File: src/rtl/spi_pkg.sv
// rtl/spi_pkg.sv - shared types and constants for the SPI master sequencer
package spi_pkg;

    typedef enum logic [2:0] {
        IDLE  = 3'd0,
        SETUP = 3'd1,
        XFER  = 3'd2,
        HOLD  = 3'd3,
        DONE  = 3'd4
    } spi_state_t;

    localparam int DEF_SIZE    = 8;
    localparam int DEF_CLK_DIV = 2;

    // Only mode 0 is implemented; kept for a later CPOL/CPHA extension.
    localparam bit SPI_CPOL = 1'b0;
    localparam bit SPI_CPHA = 1'b0;

    function automatic int div_cnt_width(input int n);
        return (n <= 2) ? 1 : $clog2(n);
    endfunction

endpackage

File: src/rtl/spi_master_ctrl_if.sv
// rtl/spi_master_ctrl_if.sv - request/strobe bundle between host logic, controller and shift datapath
interface spi_master_ctrl_if;
    logic Start;
    logic Busy;
    logic Done;
    logic SS_n;
    logic SClk;
    logic LoadTx;
    logic EnTx;
    logic EnRx;

    modport master (
        input  Start,
        output Busy, Done, SS_n, SClk, LoadTx, EnTx, EnRx
    );

    modport slave (
        output Start,
        input  Busy, Done, SS_n, SClk, LoadTx, EnTx, EnRx
    );
endinterface

File: src/rtl/spi_tick_gen.sv
// rtl/spi_tick_gen.sv - enabled divider emitting a one-cycle tick every CLK_DIV cycles
module spi_tick_gen
    import spi_pkg::*;
#(
    parameter int CLK_DIV = DEF_CLK_DIV
) (
    input  logic Clk,
    input  logic Rst_n,
    input  logic En,
    output logic Tick
);
    localparam int            CW   = div_cnt_width(CLK_DIV);
    localparam logic [CW-1:0] LAST = CW'(CLK_DIV - 1);

    logic [CW-1:0] cnt_q;

    always_ff @(posedge Clk or negedge Rst_n) begin
        if (!Rst_n) begin
            cnt_q <= '0;
        end else if (!En || cnt_q == LAST) begin
            cnt_q <= '0;
        end else begin
            cnt_q <= cnt_q + CW'(1);
        end
    end

    assign Tick = En && (cnt_q == LAST);

endmodule

File: src/rtl/spi_master_ctrl.sv
// rtl/spi_master_ctrl.sv - mode-0 SPI master sequencer: SClk/SS_n generation and shift strobes
module spi_master_ctrl
    import spi_pkg::*;
#(
    parameter int SIZE    = DEF_SIZE,
    parameter int CLK_DIV = DEF_CLK_DIV
) (
    input  logic               Clk,
    input  logic               Rst_n,
    spi_master_ctrl_if.master  bus
);
    localparam int            TW        = $clog2(2 * SIZE + 1);
    localparam logic [TW-1:0] LAST_TOGL = TW'(2 * SIZE - 1);

    spi_state_t    state_q, state_d;
    logic [TW-1:0] tcnt_q, tcnt_d;
    logic          start_q;
    logic          busy_q, busy_d, done_q, done_d, ss_n_q, ss_n_d, sclk_q, sclk_d;
    logic          load_q, load_d, entx_q, entx_d, enrx_q, enrx_d;
    logic          tick_en, tick;

    assign tick_en = (state_q == SETUP) || (state_q == XFER) || (state_q == HOLD);

    spi_tick_gen #(.CLK_DIV(CLK_DIV)) u_tick (
        .Clk   (Clk),
        .Rst_n (Rst_n),
        .En    (tick_en),
        .Tick  (tick)
    );

    always_ff @(posedge Clk or negedge Rst_n) begin
        if (!Rst_n) begin
            state_q <= IDLE;
            tcnt_q  <= '0;
            start_q <= 1'b0;
            busy_q  <= 1'b0;
            done_q  <= 1'b0;
            ss_n_q  <= 1'b1;
            sclk_q  <= 1'b0;
            load_q  <= 1'b0;
            entx_q  <= 1'b0;
            enrx_q  <= 1'b0;
        end else begin
            state_q <= state_d;
            tcnt_q  <= tcnt_d;
            start_q <= bus.Start;
            busy_q  <= busy_d;
            done_q  <= done_d;
            ss_n_q  <= ss_n_d;
            sclk_q  <= sclk_d;
            load_q  <= load_d;
            entx_q  <= entx_d;
            enrx_q  <= enrx_d;
        end
    end

    // Strobes are computed from the transition being taken so they land on the SClk edge itself.
    always_comb begin
        state_d = state_q;
        tcnt_d  = tcnt_q;
        sclk_d  = sclk_q;
        load_d  = 1'b0;
        entx_d  = 1'b0;
        enrx_d  = 1'b0;
        case (state_q)
            IDLE: begin
                tcnt_d = '0;
                if (start_q) begin
                    state_d = SETUP;
                    load_d  = 1'b1;
                end
            end
            SETUP: begin
                if (tick) begin
                    state_d = XFER;
                    sclk_d  = 1'b1;
                    enrx_d  = 1'b1;
                    tcnt_d  = TW'(1);
                end
            end
            XFER: begin
                if (tick) begin
                    tcnt_d = tcnt_q + TW'(1);
                    if (tcnt_q == LAST_TOGL) begin
                        state_d = HOLD;
                        sclk_d  = 1'b0;
                    end else begin
                        sclk_d = ~sclk_q;
                        enrx_d = ~sclk_q;
                        entx_d = sclk_q;
                    end
                end
            end
            HOLD: begin
                if (tick) begin
                    state_d = DONE;
                end
            end
            DONE: begin
                state_d = IDLE;
            end
            default: begin
                state_d = IDLE;
            end
        endcase
        busy_d = (state_d != IDLE);
        done_d = (state_d == DONE);
        ss_n_d = !((state_d == SETUP) || (state_d == XFER) || (state_d == HOLD));
    end

    assign bus.Busy   = busy_q;
    assign bus.Done   = done_q;
    assign bus.SS_n   = ss_n_q;
    assign bus.SClk   = sclk_q;
    assign bus.LoadTx = load_q;
    assign bus.EnTx   = entx_q;
    assign bus.EnRx   = enrx_q;

endmodule

File: src/flat_wrapper.sv
// flat-port wrapper written by rule: the top's interface ports become plain ports
module spi_master_ctrl_flat import spi_pkg::*;
#(
    parameter int SIZE    = DEF_SIZE,
    parameter int CLK_DIV = DEF_CLK_DIV
)
  (Clk, Rst_n, bus_Start, bus_Busy, bus_Done, bus_SS_n, bus_SClk, bus_LoadTx, bus_EnTx, bus_EnRx);
  spi_master_ctrl_if bus_i ();
  input  logic Clk;
  input  logic Rst_n;
  input wire logic [$bits(bus_i.Start)-1:0] bus_Start;
  output wire logic [$bits(bus_i.Busy)-1:0] bus_Busy;
  output wire logic [$bits(bus_i.Done)-1:0] bus_Done;
  output wire logic [$bits(bus_i.SS_n)-1:0] bus_SS_n;
  output wire logic [$bits(bus_i.SClk)-1:0] bus_SClk;
  output wire logic [$bits(bus_i.LoadTx)-1:0] bus_LoadTx;
  output wire logic [$bits(bus_i.EnTx)-1:0] bus_EnTx;
  output wire logic [$bits(bus_i.EnRx)-1:0] bus_EnRx;
  assign bus_i.Start = bus_Start;
  assign bus_Busy = bus_i.Busy;
  assign bus_Done = bus_i.Done;
  assign bus_SS_n = bus_i.SS_n;
  assign bus_SClk = bus_i.SClk;
  assign bus_LoadTx = bus_i.LoadTx;
  assign bus_EnTx = bus_i.EnTx;
  assign bus_EnRx = bus_i.EnRx;
  spi_master_ctrl #(.SIZE(SIZE), .CLK_DIV(CLK_DIV)) u_core (.Clk(Clk), .Rst_n(Rst_n), .bus(bus_i));
endmodule
File: config.mk
export PLATFORM = sky130hd
export DESIGN_NAME = spi_master_ctrl_flat
export DESIGN_NICKNAME = d
export VERILOG_FILES = /design/src/rtl/spi_pkg.sv /design/src/rtl/spi_master_ctrl_if.sv /design/src/rtl/spi_tick_gen.sv /design/src/rtl/spi_master_ctrl.sv /design/src/flat_wrapper.sv
export SDC_FILE = /design/constraint.sdc
export NUM_CORES = 1
export LEC_CHECK = 0
export BUFFER_PORTS_ARGS = -buffer_cell sky130_fd_sc_hd__buf_2
export CORE_MARGIN = 1
export CORE_UTILIZATION = 55
export CTS_CLUSTER_DIAMETER = 150
export CTS_CLUSTER_SIZE = 14
export DETAILED_ROUTE_END_ITERATION = 6
export GPL_TIMING_DRIVEN = 0
export PLACE_DENSITY_LB_ADDON = 0.1
export SLEW_MARGIN = 5
export SYNTH_ARGS = -nofsm -noshare
export SYNTH_HDL_FRONTEND = slang
export SYNTH_SLANG_ARGS = --single-unit
File: constraint.sdc
create_clock -name Clk -period 2.8 [get_ports Clk]
set_clock_uncertainty 0.05 [all_clocks]
set_input_delay 0.56 -clock Clk [delete_from_list [all_inputs] [get_ports Clk]]
set_output_delay 0.56 -clock Clk [all_outputs]
set_load 0.01 [all_outputs]
==> results.yml <==
outcome:
  outcome: "finished, final reports clean"
drt:
  drtIter0Drc: 12
  via_count: 547
  first_pass_iters: 4
  routed_wl_um: 1264
  avgRoutedWirePerCell_um: 13.59
  vias_per_cell: 5.882
  wl_met2_um: 601
  drc_errors: 0
  wl_met3_um: 63
  wl_met1_um: 571
  ant_nets: 0
  routed.top_layer: "met4"
sta:
  relSlewSlack_pct: 73.91
  drv_slew: 0
  worst_hold_slack_ns: 0.1080
  finalSetupViolCount: 0
  period_share_pct: 61.62
  rsz0062_at_grt: "no"
  fmax_mhz: 579.6
  timing.setup.tns_ns: 0
  fin_crit_ns: 1.725
  max_slew.worst_pin.slew_ns: 0.3913
  hold_viol: 0
grt:
  grt.total_usage_pct: 23.59
  antenna_found_initial: 0
  grt_overflow: 0
  first_global_vias: 512
  grt_pass1_wl_um: 2270
  grt_max_degree: 18
pwr:
  p_leak_uw: 0.0003842
  max-vdd-ir-drop_mv: 0.6089
  powerDensity_nw_per_um2: 1059
yosys:
  syn-cell-area_um2: 752.0
  ys_ff_latch: 17
  syn-num-nets: 71
  synth_area_per_cell_um2: 11.39
  synthesis.instances: 66
  seq_area_frac_synth_pct: 56.74
  yosysUniqueCellTypes: 29
  yosys_warnings: 0
  async_reset_ff_share_pct: 100.0
  synth_edf_count: 0
  synth-main-ff-cell: "dfrtp_1"
clock_tree:
  cts-root-buf: "clkbuf_4"
  postCtsHoldBufs: 0
  cts_resized: 0
  cts_sinks: 17
  numCtsBuffers: 3
  cts_tree: "built"
  clk_path_buf_depth: 2
  cts_setup_buffers: 0
  clock_latency_ns: 0.30
  clkTransAtPathRegs_ns: 0.10
  htreeDepth: 1
placement:
  portBuffers: 9
  gp_congestion: 0.8132
  post-dp-hpwl_um: 937
worst_setup_path:
  worstSetupStartpointType: "register"
  cp.arrival_ns: 1.91
  ff2ff_setup_slack_ns: 1.07
  reg2reg_to: "u_core.bus.SClk"
  critPathKind: "register to register"
  crit_fanout: 5
  crit_required_ns: 2.98
  r2r_cells: 6
  timing.rr.start: "u_core.tcnt_q[0]"
  end_kind: "register"
cells_and_area:
  mostFrequentLayoutCell: "dfrtp_1"
  fin_nets: 85
  area_delta_synth_final_pct: 12.31
  drive_gt1_share_pct: 22.78
  diodes: 0
  final_cell_mix: "dfrtp_1 (16), buf_2 (10)"
  nFillCells: 91
  largest_reg_flops: 5
  largest_registers: "u_core.tcnt_q x5, u_core.state_q x3"
  fin_util_pct: 71.20
  top_register: "u_core.tcnt_q"
  multiInputGateArea_um2: 294.0
  register_area_um2: 426.7
floorplanning:
  initial_core_util_pct: 63.40
  die_x_um: 38.98
  die_h_um: 38.98
  dieArea_um2: 1519
  ios: 10
  core.rowCount: 12
  core_um2: 1186
hold_path:
  hold_path_class: "input port to async pin"
job:
  drv_cap: 0
[where the power goes]
part | switching, uW | leakage (uW) | internal, uW
clock network | 78.8 | 0.0000139 | 54.5
logic | 210 | 0.000155 | 170
registers | 54.7 | 0.000215 | 327
total | 343 | 0.000384 | 551
[final cells by class]
type	instances	area share [%]
flip-flops and latches	17	50.52
clock buffers	3	2.667
plain buffers	4	2.815
clock inverters	1	0.8889
well taps	14	2.074
repair buffers	9	5.333
inverters	2	0.8889
multi-input cells	43	34.81
[synth_stat cells (all sizes together), types with 2 or more instances]
library cell  instances  area share [%]
a21oi                 4             2.7
a221oi                3             3.5
buf                   4             3.2
dfrtp                16              53
ha                    2             3.3
inv                   2             1.0
mux2i                 2             2.7
nand2                 4             2.0
nand2b                3             2.5
nand4                 2             1.7
nor2                  4             2.0
nor3                  4             2.7
nor4b                 2             2.3
o21ai                 2             1.3
[critical path, cell delays in order (launching register included)]
cell and delay, ns:
dfrtp_1 0.44, ha_1 0.25, and3_1 0.19, ha_1 0.22, nor4b_1 0.31, a21oi_1 0.09, o21ai_1 0.12
[cell families after synthesis]
| group | synth area share, % |
|---|---|
| XOR/XNOR | 1.165 |
| AND/OR/NAND/NOR | 19.63 |
| multiplexers | 2.662 |
| adder cells (fa/ha/maj) | 3.327 |
| buffers and inverters | 4.157 |
| AO/OA/AOI/OAI | 12.31 |
| flip-flops | 56.74 |
[through the flow]
step / power [uW] / instance area (um2) / setup slack, ns / cells
floorplan: 666.8 / 752.0 / 1.242 / 66
global placement: 759.3 / 814.5 / 1.140 / 89
detailed placement: 769.3 / 814.5 / 1.069 / 89
CTS: 903.6 / 844.6 / 1.049 / 93
global route: 973.8 / 844.6 / 0.9448 / 93
finish: 894.7 / 844.6 / 1.075 / 93
[worst max-delay path by stage]
stage / start / endpoint / cells past startpoint
after CTS: u_core.tcnt_q[0] / u_core.bus.SClk / 6
after floorplan: u_core.tcnt_q[0] / u_core.bus.SClk / 6
after detailed placement: u_core.tcnt_q[0] / u_core.bus.SClk / 6
after global placement: u_core.tcnt_q[0] / u_core.bus.SClk / 6
after global routing: u_core.tcnt_q[0] / u_core.bus.EnRx / 6
final: u_core.tcnt_q[0] / u_core.bus.SClk / 6
[layer usage]
metal	global-route usage (%)	vias to the layer above
li1	-	270
met1	28.68	259
met2	35.83	14
met3	8.671	4
met4	12.93	0
met5	0	-
Power figures use the tool's default switching activity.
